$ cat src/rtl/alu_operand_sequencer.sv
`default_nettype none
// ============================================================================
//  Module   : alu_operand_sequencer
//  Function : Collects ALU operand A, operand B and the 4-bit control word
//             from switches, one value per debounced button press, and holds
//             them on registered outputs for the ALU.
//  Revision : 1.0 - initial release
// ============================================================================
module alu_operand_sequencer #(
    parameter int WIDTH           = 3,
    parameter int DEBOUNCE_CYCLES = 4
) (
    input  logic             clk,
    input  logic             rst_n,
    input  logic             btn,
    input  logic             clr,
    input  logic [WIDTH-1:0] sw_data,
    input  logic [3:0]       sw_op,
    output logic [WIDTH-1:0] a_operand,
    output logic [WIDTH-1:0] b_operand,
    output logic [3:0]       alu_control,
    output logic             op_valid,
    output logic [1:0]       state,
    output logic             press
);

    // Counter only has to reach DEBOUNCE_CYCLES-1; keep at least one bit.
    localparam int CNT_W_RAW = $clog2(DEBOUNCE_CYCLES + 1);
    localparam int CNT_W     = (CNT_W_RAW < 1) ? 1 : CNT_W_RAW;
    localparam logic [CNT_W-1:0] C_CNT_LAST = CNT_W'(DEBOUNCE_CYCLES - 1);

    typedef enum logic [1:0] {
        S_LOAD_A  = 2'b00,
        S_LOAD_B  = 2'b01,
        S_LOAD_OP = 2'b10,
        S_RUN     = 2'b11
    } state_t;

    logic             sync1_q;
    logic             sync2_q;
    logic             stable_q;
    logic             stable_d;
    logic             stable_dly_q;
    logic [CNT_W-1:0] cnt_q;
    logic [CNT_W-1:0] cnt_d;

    state_t           state_q;
    logic [WIDTH-1:0] a_q;
    logic [WIDTH-1:0] b_q;
    logic [3:0]       op_q;
    logic             valid_q;

    // Two-flop synchronizer for the asynchronous button.
    always_ff @(posedge clk or negedge rst_n) begin
        if (!rst_n) begin
            sync1_q <= 1'b0;
            sync2_q <= 1'b0;
        end else begin
            sync1_q <= btn;
            sync2_q <= sync1_q;
        end
    end

    // Debounce next state: accept a new level only after it has persisted.
    always_comb begin
        stable_d = stable_q;
        cnt_d    = '0;
        if (sync2_q != stable_q) begin
            if (cnt_q == C_CNT_LAST) begin
                stable_d = sync2_q;
                cnt_d    = '0;
            end else begin
                cnt_d    = cnt_q + 1'b1;
            end
        end
    end

    // Debounce state registers plus one-cycle delayed level for edge detect.
    always_ff @(posedge clk or negedge rst_n) begin
        if (!rst_n) begin
            stable_q     <= 1'b0;
            stable_dly_q <= 1'b0;
            cnt_q        <= '0;
        end else begin
            stable_q     <= stable_d;
            stable_dly_q <= stable_q;
            cnt_q        <= cnt_d;
        end
    end

    // Rising edge of the accepted level only; releases are ignored.
    assign press = stable_q & ~stable_dly_q;

    // Entry sequencer: each press captures the next value; clr wins over press.
    always_ff @(posedge clk or negedge rst_n) begin
        if (!rst_n) begin
            state_q <= S_LOAD_A;
            a_q     <= '0;
            b_q     <= '0;
            op_q    <= '0;
            valid_q <= 1'b0;
        end else if (clr) begin
            state_q <= S_LOAD_A;
            a_q     <= '0;
            b_q     <= '0;
            op_q    <= '0;
            valid_q <= 1'b0;
        end else if (press) begin
            case (state_q)
                S_LOAD_A: begin
                    a_q     <= sw_data;
                    state_q <= S_LOAD_B;
                end
                S_LOAD_B: begin
                    b_q     <= sw_data;
                    state_q <= S_LOAD_OP;
                end
                S_LOAD_OP: begin
                    op_q    <= sw_op;
                    valid_q <= 1'b1;
                    state_q <= S_RUN;
                end
                default: begin
                    valid_q <= 1'b0;
                    state_q <= S_LOAD_A;
                end
            endcase
        end
    end

    assign a_operand   = a_q;
    assign b_operand   = b_q;
    assign alu_control = op_q;
    assign op_valid    = valid_q;
    assign state       = state_q;

endmodule
`default_nettype wire

$ cat config.mk
export PLATFORM = sky130hd
export DESIGN_NAME = alu_operand_sequencer
export DESIGN_NICKNAME = d
export VERILOG_FILES = /design/src/rtl/alu_operand_sequencer.sv
export SDC_FILE = /design/constraint.sdc
export NUM_CORES = 1
export LEC_CHECK = 0
export CAP_MARGIN = 0
export CORE_MARGIN = 2
export CORE_UTILIZATION = 35
export DETAILED_ROUTE_END_ITERATION = 8
export PLACE_DENSITY = 0.67
export SETUP_SLACK_MARGIN = 0.3
export SYNTH_ARGS = -nofsm -noshare
export SYNTH_HDL_FRONTEND = slang
export SYNTH_SLANG_ARGS = --single-unit
export TNS_END_PERCENT = 50
$ cat constraint.sdc
create_clock -name clk -period 2.1 [get_ports clk]
set_input_delay 0.315 -clock clk [delete_from_list [all_inputs] [get_ports clk]]
set_output_delay 0.315 -clock clk [all_outputs]
set_load 0.01 [all_outputs]
==> impl_metrics.json, run 1 <==
{
  "status": "finished clean",
  "postLayoutCoreUtil_pct": 51.9,
  "max_freq_ghz": 0.631,
  "drive_gt1_share_pct": 10.6,
  "ant_nets": 0,
  "numCtsBuffers": 3,
  "slew_headroom_pct": 70.8,
  "dieArea_mm2": 0.00283,
  "die_x_um": 53.2,
  "grt_pass1_wl_um": 2800,
  "worst-setup-path-type": "reg -> out",
  "vdd_ir_drop_max_mv": 0.457,
  "critPathSlowestCell": "clkdlybuf4s50_1",
  "path_buf_inv": 1,
  "critical-path-max-stage-delay_ns": 0.56,
  "first_pass_iters": 2,
  "drt_iter0_drc": 16,
  "worstPathArrival_ns": 1.27,
  "grtUsageTotal_pct": 13.8,
  "core-area_mm2": 0.00225,
  "cts_tree": "yes",
  "clockRootBuffer": "clkbuf_4",
  "gr-total-overflow": 0,
  "nets": 120,
  "power_mw": 1.19,
  "finalMaxSlewViolations": 0,
  "crit_path_start_kind": "register",
  "clk_latency_ns": 0.29,
  "skew_ns": 0.00454,
  "cap_violations": 0,
  "syn_inst": 75,
  "final_cells": 132,
  "htreeDepth": 1,
  "wire_per_inst_um": 12.1,
  "ys_seq_area_share_pct": 59.1,
  "clkTransAtPathRegs_ns": 0.11,
  "gp_congestion": 0.741,
  "path_cells": "clkdlybuf4s50_1",
  "hold_class": "in -> async",
  "ys_types": 18,
  "vias_per_cell": 4.77,
  "portBuffers": 24,
  "num_rows": 17,
  "ys_ff_latch": 20,
  "rsz0062_at_grt": "no",
  "cts_sinks": 20,
  "yosysWarnings": 0,
  "whs_ns": 0.350,
  "worst_pin_slew_ns": 0.436,
  "dr_total_vias": 630,
  "syn-cell-area_um2": 847,
  "layout_min_cycle_time_ns": 1.58,
  "critical-path-top-delay-family": "buffers and inverters",
  "initial_core_util_pct": 37.6,
  "pin_count": 25,
  "syn-num-nets": 90,
  "drt_wl_total_um": 1600,
  "cp_max_fo": 4,
  "powerDensity_mw_per_mm2": 1020,
  "hold_viol": 0,
  "grt_pass1_vias": 639,
  "grt_max_degree": 21,
  "setup_viol": 0,
  "antenna_found_initial": 0,
  "chipHeight_um": 53.2,
  "dpl.hpwl_um": 1150,
  "diodes": 0,
  "cellLeakagePower_nw": 0.497,
  "fin_setup_tns_ns": 0,
  "cts_max_path_buffers": 2,
  "fin_crit_sh_pct": 75.4,
  "drc": 0,
  "worstPathRequired_ns": 1.78,
  "placed_cells": 126,
  "syn_avg_cell_area_um2": 11.3,
  "area_delta_synth_final_pct": 38.3,
  "end_kind": "output port"
}
[through the flow]
step | worst slack [ns] | area [um2]
CTS | 0.316 | 1170
detailed placement | 0.418 | 1110
finish | 0.516 | 1170
global route | 0.448 | 1170
global placement | 0.459 | 1110
floorplan | 0.701 | 847
[metal layers]
layer	wire length [um]	track usage, %	vias to the layer above	share of wire [%]
met1	738	17.4	296	46
met2	778	23.3	15	49
met5	0	0	-	0
met3	65	1.69	2	4.1
met4	19	6.41	0	1.2
li1	-	-	317	-
[layout make-up]
type / instances / area (um2)
Clock buffer: 4 / 36.3
Inverter: 2 / 7.51
Fill cell: 214 / 1080
Sequential cell: 20 / 502
Timing Repair Buffer: 27 / 265
Tap cell: 28 / 35.0
Multi-Input combinational cell: 51 / 325
[logic make-up after synthesis]
logic type      synth area share, %
compound gates                 5.91
xor+xnor                       2.07
fa+ha+maj                      5.91
buf+inv                        2.66
flops                          59.1
mux                            3.69
simple gates                   20.7
[cell usage after synthesis, drive strengths merged]
| cell | count | area share (%) |
|---|---|---|
| dfrtp | 20 | 59 |
| a21oi | 10 | 5.9 |
| nand2 | 10 | 4.4 |
| nand3 | 10 | 5.9 |
| ha | 4 | 5.9 |
| nand3b | 3 | 2.7 |
| nor2 | 3 | 1.3 |
| inv | 2 | 0.89 |
| mux2i | 2 | 2.4 |
| nor3b | 2 | 1.8 |
| xnor2 | 2 | 2.1 |
| and2b | 1 | 1.0 |
| and3b | 1 | 1.0 |
| buf | 1 | 1.3 |
| clkbuf | 1 | 0.44 |
| mux2 | 1 | 1.3 |
| nand2b | 1 | 0.74 |
| nor4b | 1 | 1.8 |
[worst reg2reg max path: stages, from the launching register on]
cell	delay, ns
dfrtp_1	0.43
inv_1	0.08
ha_1	0.27
nor4b_2	0.32
mux2i_1	0.22
nor2_1	0.06
[cell usage in the layout, fill, tap and decap left out, types with 2 or more instances in the layout]
cell,instances
nor3b_1,2
dfrtp_1,19
nand3b_1,3
nand2_1,10
ha_1,4
clkdlybuf4s50_1,23
xnor2_1,2
mux2i_1,2
nand3_1,10
buf_4,3
nor2_1,3
clkbuf_4,3
inv_1,2
a21oi_1,10
[power by group]
part | internal (mW) | switching, mW
clock network | 0.105 | 0.108
logic | 0.244 | 0.213
registers | 0.458 | 0.0606
total | 0.807 | 0.382
[sequential cells by signal, indices dropped and copies added (netlist names)]
register,flops
alu_control,4
a_operand,3
b_operand,3
cnt_q,3
state,2
op_valid,1
stable_dly_q,1
stable_q,1
sync1_q,1
sync2_q,1
[path summary, 6_finish.rpt]
path / start / to / slack (ns) / depth (start not counted)
min reg2reg: sync1_q / sync2_q / 0.36 / 0
max reg2reg: state[0] / op_valid / 0.61 / 5
max: state[0] / state[0] / 0.52 / 1
min in group clk: sync1_q / sync2_q / 0.36 / 0
min: rst_n / a_operand[2] / 0.35 / 2
max in group asynchronous: rst_n / stable_q / 1.53 / 2
[repair_timing]
item	in CTS	in global routing
setup buffers	2	0
setup endpoints to repair	1	1
hold buffers	0	0
gates resized for setup	2	1
Power figures use the tool's default switching activity.
==> run 2: changes to the inputs <==
clock period = 1.46 ns   (was 2.1 ns; I/O delays follow)
==> run 2 against run 1 <==
Compared with the run above:
- combinational power is 97% higher
- count of clock-buffer cells in the layout stayed put
- wire length is 18% higher
- sequential power is 40% higher
- global-route usage is 1.3 points higher
- hold slack worse by 0.11 ns
- register-to-register slack worse by 0.49 ns
- total power is 64% higher
- critical path depth is 5 higher
- first-iteration DRC count is 63% lower
- largest power group is now combinational cells
==> impl_metrics.json, run 2 (synthesized netlist as in run 1, its figures left out) <==
{
  "clockRootBuffer": "clkbuf_4",
  "placed_cells": 131,
  "finalMaxSlewViolations": 0,
  "chipHeight_um": 53.2,
  "cts_sinks": 20,
  "rsz0062_at_grt": "yes",
  "wire_per_inst_um": 13.3,
  "final_cell_mix": "19 x dfrtp_1, 11 x buf_4, 10 x nand3_1, 10 x nand2_1, 10 x clkdlybuf4s50_1",
  "nets": 130,
  "multi_input_area_um2": 374,
  "fin_setup_tns_ns": 0,
  "cp_max_fo": 2,
  "core-area_mm2": 0.00225,
  "worst-setup-path-type": "reg -> reg",
  "ant_nets": 0,
  "clkTransAtPathRegs_ns": 0.11,
  "pin_count": 25,
  "portBuffers": 24,
  "first_pass_iters": 4,
  "ctsHoldBuffers": 0,
  "reg2reg_setup_slack_ns": 0.12,
  "drc": 0,
  "cap_violations": 0,
  "grt_pass1_vias": 655,
  "cellLeakagePower_nw": 0.579,
  "cts_max_path_buffers": 2,
  "diodes": 0,
  "worstPathArrival_ns": 1.54,
  "num_rows": 17,
  "vias_per_cell": 4.83,
  "skew_ns": 0.00436,
  "worst_r2r_startpoint": "state[1]",
  "area_delta_synth_final_pct": 52.6,
  "drt_wl_total_um": 1890,
  "cts_tree": "yes",
  "setup_viol": 0,
  "dpl.hpwl_um": 1280,
  "slew_headroom_pct": 83.0,
  "powerDensity_mw_per_mm2": 1510,
  "status": "finished clean",
  "grt_max_degree": 21,
  "fin_crit_sh_pct": 91.8,
  "grt_pass1_wl_um": 2930,
  "largest_reg_flops": 4,
  "post_dp_cell_area_mm2": 0.00118,
  "gr-total-overflow": 0,
  "regArea_um2": 502,
  "drt_iter0_drc": 6,
  "layout_min_cycle_time_ns": 1.34,
  "die_x_um": 53.2,
  "worstPathRequired_ns": 1.66,
  "gp_congestion": 0.717,
  "antenna_found_initial": 0,
  "crit_path_start_kind": "register",
  "reg2regPathDepth": 6,
  "final_common_cell": "dfrtp_1",
  "initial_core_util_pct": 37.6,
  "max_freq_ghz": 0.746,
  "worst_pin_slew_ns": 0.256,
  "fillers": 217,
  "drive_gt1_share_pct": 29.8,
  "hold_viol": 0,
  "reg2reg_to": "op_valid",
  "dieArea_mm2": 0.00283,
  "end_kind": "register",
  "hold_class": "in -> async",
  "final_cells": 142,
  "numCtsBuffers": 3,
  "htreeDepth": 1,
  "clk_latency_ns": 0.30,
  "fin_area_mm2": 0.00129,
  "dr_total_vias": 686,
  "vdd_ir_drop_max_mv": 0.776,
  "grtUsageTotal_pct": 15.1
}
run 2: cell type report:
type / count / share of cell area, %
flip-flops and latches: 20 / 38.8
multi-input cells: 51 / 28.9
repair buffers: 37 / 25.9
clock buffers: 4 / 2.81
well taps: 28 / 2.71
inverters: 2 / 0.774
run 2: worst max-delay path: stages (launching register included):
cell and delay, ns:
dfrtp_1 0.38, buf_6 0.11, inv_4 0.04, ha_4 0.16, nor4b_4 0.26, mux2i_1 0.23, nor2_1 0.06
run 2: worst max path at each step:
stage	startpoint	end	cells after the start
2_1_floorplan	state[1]	op_valid	5
3_3_place_gp	stable_dly_q	press	2
3_5_place_dp	state[1]	op_valid	5
4_1_cts	state[1]	op_valid	6
5_1_grt	state[0]	op_valid	5
6_report	state[1]	op_valid	6
run 2: stage by stage:
stage                     total power, mW  setup WS [ns]  util, %  hold slack (ns)
final                                1.95          0.120     57.3            0.236
after global routing                 2.10         0.0367     57.3            0.246
after global placement               1.50          0.152     52.2            0.335
after floorplan                      1.22          0.154        -          -0.0766
after detailed placement             1.52          0.118     52.2            0.338
after CTS                            1.86          0.114     55.1            0.243
run 2: timing repair:
item                       4_1_cts  5_1_grt
pin swaps                        2        7
gates resized for setup         32       11
setup endpoints to repair       19       27
setup buffers                    5        2
run 2: report_power, final:
part	leakage [nW]	internal (mW)	switching (mW)
logic	0.293	0.480	0.420
registers	0.265	0.659	0.0671
clock network	0.0210	0.152	0.170
total	0.579	1.29	0.658
run 2: per-layer routing:
metal | global-route usage [%] | part of all wire [%] | up-vias
li1 | - | - | 333
met1 | 16.7 | 40 | 334
met2 | 26.7 | 53 | 15
met3 | 2.82 | 4.7 | 4
met4 | 8.97 | 1.5 | 0
met5 | 0 | 0 | -
==> RTL edit 1 (settings of run 2) <==
The parameter `WIDTH` goes from 3 to 4.
--- a/src/rtl/alu_operand_sequencer.sv
+++ b/src/rtl/alu_operand_sequencer.sv
@@ -7,7 +7,7 @@
 //  Revision : 1.0 - initial release
 // ============================================================================
 module alu_operand_sequencer #(
-    parameter int WIDTH           = 3,
+    parameter int WIDTH           = 4,
     parameter int DEBOUNCE_CYCLES = 4
 ) (
     input  logic             clk,
Interface: changed (resized a_operand, b_operand and sw_data); port bits go from 25 to 28. No check against the original RTL was run, so the function may have changed too.
==> RTL edit 1 against run 2 <==
- sequential cell count is 2 higher
- critical endpoint unchanged
- critical path depth stayed put
- total power is 14% higher
- die area is 8.5% higher
- routed wire length is 4.7% higher
- hold slack worse by 0.0023 ns
- via count is 10% higher
- setup slack better by 0.027 ns
- design area is 5.9% higher
- area after synthesis is 9.2% higher
==> RTL edit 1: results (changes against run 2) <==
| Metric | Value |
|---|---|
| Worst-Skew Late Latency | 0.32 ns (+0.02 ns) |
| Nets | 144 (+11%) |
| Vias/cell | 4.83 (about the same) |
| Area contributors post-synth | dfrtp_1 60%, a21oi_1 6.5%, nand3_1 6.5% |
| Buffers added on ports | 27 (+13%) |
| Dpl hpwl | 1410 µm (+9.8%) |
| Worst vdd ir | 1.09 mV (+41%) |
| Synth Warn # | 0 (unchanged) |
| First-pass GRT wire length | 3390 µm (+16%) |
| LEAKAGE | 0.645 nW (+11%) |
| Top cells by count, synth | 22 x dfrtp_1, 12 x a21oi_1, 12 x nand2_1, 12 x nand3_1, 4 x ha_1 |
| DP Area | 0.00128 mm² (+8.6%) |
| Gpl congestion | 0.697 (-2.9%) |
| CP max FO | 3 (+1) |
| Initial antenna violation count | 0 (unchanged) |
| CTS clk-pin slew, worst paths | 0.13 ns (+0.02 ns) |
| Skew final | 0.00870 ns (+0.00434 ns) |
| Worst-Margin Slew | 0.282 ns (+0.0260 ns) |
| GRT Util Overall | 0.142 (-0.00967) |
| Antenna fix cells | 0 (unchanged) |
| Root buf cell | clkbuf_4 |
| Pre-CTS setup slack | 0.146 ns (+0.0276 ns) |
| Largest net degree at the start of global routing | 23 (+9.5%) |
| H-Tree Depth | 1 (unchanged) |
| Vias in the first global route | 729 (+11%) |
| Net count after synthesis | 100 (+11%) |
| DRT iter0 DRCs | 11 (+5) |
| Commonest register cell after synthesis | dfrtp_1 |
| Sequential area share after synthesis | 0.595 (+0.00456) |
| Fillers | 240 (+11%) |
| Die width | 55.4 µm (+4.1%) |
| Outcome | finished, final reports clean |
| Register Area | 552 µm² (+10%) |
| Arrival time worst endpoint | 1.54 ns (about the same) |
| Num CTS Buffers | 3 (unchanged) |
| Distinct cells, synth | 19 (+1) |
| Layout cells sized above 1 | 0.299 (+0.000967) |
| Final WL | 1980 µm (+4.7%) |
RTL edit 1: logic make-up (layout without fill, tap and decap cells):
logic type	after synthesis	count (layout)	share of synthesized area
simple gates	36	36	0.200
fa+ha+maj	4	4	0.0541
xor+xnor	2	2	0.0189
flops	22	22	0.595
compound gates	12	12	0.0650
mux	3	3	0.0338
buf+inv	5	48	0.0325
RTL edit 1: metrics by stage:
stage / instances / power, mW
2_1_floorplan: 84 / 1.33
4_1_cts: 157 / 2.24
3_3_place_gp: 143 / 1.63
3_5_place_dp: 143 / 1.64
6_report: 157 / 2.23
5_1_grt: 157 / 2.38
RTL edit 1: cell type report:
| cell class | instances | area share |
|---|---|---|
| Multi-Input combinational cell | 57 | 0.282 |
| Clock buffer | 3 | 0.0165 |
| Clock inverter | 1 | 0.0219 |
| Inverter | 2 | 0.0110 |
| Sequential cell | 22 | 0.403 |
| Tap cell | 30 | 0.0274 |
| Timing Repair Buffer | 42 | 0.238 |
RTL edit 1: critical path, cell delays in order, from the launching register on:
cell and delay [ns]:
dfrtp_1 0.38, buf_6 0.12, inv_6 0.04, ha_4 0.16
nor4b_4 0.25, mux2i_1 0.21, nor2_1 0.07
RTL edit 1: metal layers:
| metal | vias up | global-route usage | routed length (µm) | part of all wire |
|---|---|---|---|---|
| met2 | 23 | 0.216 | 931 | 0.47 |
| met3 | 3 | 0.0656 | 148 | 0.075 |
| li1 | 377 | - | - | - |
| met1 | 355 | 0.179 | 876 | 0.44 |
| met4 | 0 | 0.0418 | 19 | 0.0096 |
| met5 | - | 0 | 0 | 0 |
RTL edit 1: power by group:
group / switching [mW] / internal (mW) / total (mW)
Combinational: 0.465 / 0.512 / 0.977
Clock: 0.196 / 0.278 / 0.474
Sequential: 0.0573 / 0.723 / 0.780
Total: 0.719 / 1.51 / 2.23
RTL edit 1: final timing paths:
check                      startpoint            to  slack [ns]  depth (start not counted)
setup / recovery             state[1]      op_valid        0.15                          6
hold / removal                  rst_n  a_operand[2]        0.23                          2
setup reg to reg             state[1]      op_valid        0.15                          6
hold reg to reg               sync1_q       sync2_q        0.36                          0
max in group asynchronous       rst_n      state[0]        0.98                          2
min in group clk                  btn       sync1_q        0.33                          1
RTL edit 1: timing repair:
action	in CTS	in global routing
setup buffers	10	0
hold endpoints to repair	0	0
pin swaps	4	9
setup endpoints to repair	27	21
hold buffers	0	0
resized for setup	58	1
==> RTL edit 2 (flow settings as in run 2) <==
Made on the original files. Put one more register stage on the output `a_operand`, cleared by the reset. The value now appears one clock later. The other outputs are not delayed to match.
--- a/src/rtl/alu_operand_sequencer.sv
+++ b/src/rtl/alu_operand_sequencer.sv
@@ -128,7 +128,13 @@
         end
     end
 
-    assign a_operand   = a_q;
+    always_ff @(posedge clk or negedge rst_n) begin
+        if (!rst_n) begin
+            a_operand <= '0;
+        end else begin
+            a_operand <= a_q;
+        end
+    end
     assign b_operand   = b_q;
     assign alu_control = op_q;
     assign op_valid    = valid_q;
Formal check against the unedited RTL: not equivalent (Yosys sat finds a counterexample within 10 cycles, from zero or initial values and one cycle with rst_n low).
==> RTL edit 2 against run 2 <==
- critical path type unchanged
- sequential share of layout area up 3.6 points
- area after synthesis up 8.9%
- clock skew down 0.0024 ns
- routed wire length up 0.26%
- utilization down 2.4 points
- final cell count up 5.6%
- setup slack worse by 0.020 ns
- sequential cell count up 3
- first-iteration DRC count down 50%
- design area up 5.3%
- die area up 8.2%
- total power up 5.9%
- critical path depth unchanged
- largest power group unchanged
==> RTL edit 2: results (changes against run 2) <==
| Metric | Value |
|---|---|
| Root buf cell | clkbuf_4 |
| Buffers added on ports | 24 (unchanged) |
| Distinct cells, synth | 18 (unchanged) |
| Synth Warn # | 0 (unchanged) |
| Worst-Skew Late Latency | 0.30 ns (about the same) |
| Clock Path Buffers | 2 (unchanged) |
| Skew final | 0.00194 ns (-0.00242 ns) |
| Sequential area share after synthesis | 0.624 (+0.0333) |
| Gpl congestion | 0.734 (+2.3%) |
| Met3 wire length | 88 µm (-1.1%) |
| Layout cells sized above 1 | 0.292 (-0.00658) |
| Outcome | finished, final reports clean |
| Num CTS Buffers | 3 (unchanged) |
| Met1 wire length | 835 µm (+10%) |
| Nets | 136 (+4.6%) |
| Net count after synthesis | 93 (+3.3%) |
| First-pass GRT wire length | 3330 µm (+13%) |
| Area contributors post-synth | dfrtp_1 62%, a21oi_1 5.4%, ha_1 5.4% |
| Top Layer Used | met4 |
| Wirelength per Cell | 12.6 µm (-5.1%) |
| Yosys top cell area share | 0.624 (+0.0333) |
| Top cells by count, synth | 23 x dfrtp_1, 10 x a21oi_1, 10 x nand2_1, 10 x nand3_1, 4 x ha_1 |
| Largest net degree at the start of global routing | 24 (+14%) |
| Top delay family on crit path | flip-flops |
| WL met2 | 942 µm (-6.7%) |
| GRT Util Overall | 0.137 (-0.0143) |
| LEAKAGE | 0.632 nW (+9.1%) |
| Via Count | 716 (+4.4%) |
| Hold crit path type | in2async |
| CP max FO | 2 (unchanged) |
| CTS clk-pin slew, worst paths | 0.12 ns |
| DRT iter0 DRCs | 3 (-3) |
| Dpl hpwl | 1290 µm (+0.34%) |
| Worst vdd ir | 0.885 mV (+14%) |
| Headroom to the max-slew limit | 0.805 (-0.0241) |
RTL edit 2: what timing repair did:
action                     4_1_cts  5_1_grt
pin swaps                        3       10
gates resized for setup         43        1
gates cloned                     0        0
setup endpoints to repair       19       24
buffers inserted                 8        2
RTL edit 2: logic make-up (layout without fill, tap and decap cells):
kind of cell | after synthesis | after routing | synth area share
XOR/XNOR | 2 | 2 | 0.0190
adder cells (fa/ha/maj) | 4 | 4 | 0.0543
AND/OR/NAND/NOR | 32 | 32 | 0.190
flip-flops | 23 | 23 | 0.624
buffers and inverters | 4 | 46 | 0.0244
multiplexers | 3 | 3 | 0.0339
AO/OA/AOI/OAI | 10 | 10 | 0.0543
RTL edit 2: per-stage QoR:
| step | cells | util | worst slack (ns) | area [µm²] |
|---|---|---|---|---|
| after CTS | 148 | 0.541 | 0.131 | 1340 |
| after global routing | 150 | 0.549 | 0.0343 | 1360 |
| after global placement | 136 | 0.507 | 0.150 | 1250 |
| final | 150 | 0.549 | 0.0993 | 1360 |
| after floorplan | 78 | - | 0.154 | 947 |
| after detailed placement | 136 | 0.507 | 0.141 | 1250 |
RTL edit 2: worst paths after layout:
check,from,slack [ns],to,cells after the start
setup / recovery,state[1],0.1,op_valid,6
hold / removal,rst_n,0.25,b_operand[0],2
setup reg to reg,state[1],0.1,op_valid,6
hold reg to reg,sync1_q,0.36,sync2_q,0
max in group asynchronous,rst_n,0.96,state[0],2
min in group clk,btn,0.34,sync1_q,1
RTL edit 2: routing by layer:
layer / vias to the layer above / track usage
li1: 350 / -
met1: 347 / 0.170
met2: 17 / 0.224
met3: 2 / 0.0258
met4: 0 / 0.0732
met5: - / 0
RTL edit 2: layout make-up:
type | instances | area (µm²)
sequential | 23 | 577
fill | 247 | 1120
timing repair buffer | 40 | 353
multi-input combinational | 51 | 358
inverter | 2 | 10.0
clock buffer | 4 | 26.3
tap | 30 | 37.5
RTL edit 2: report_power, final:
part	total, mW	leakage (nW)	switching (mW)	internal, mW
Combinational	0.965	0.311	0.438	0.528
Sequential	0.818	0.306	0.0574	0.761
Clock	0.281	0.0150	0.175	0.106
Total	2.06	0.632	0.670	1.39
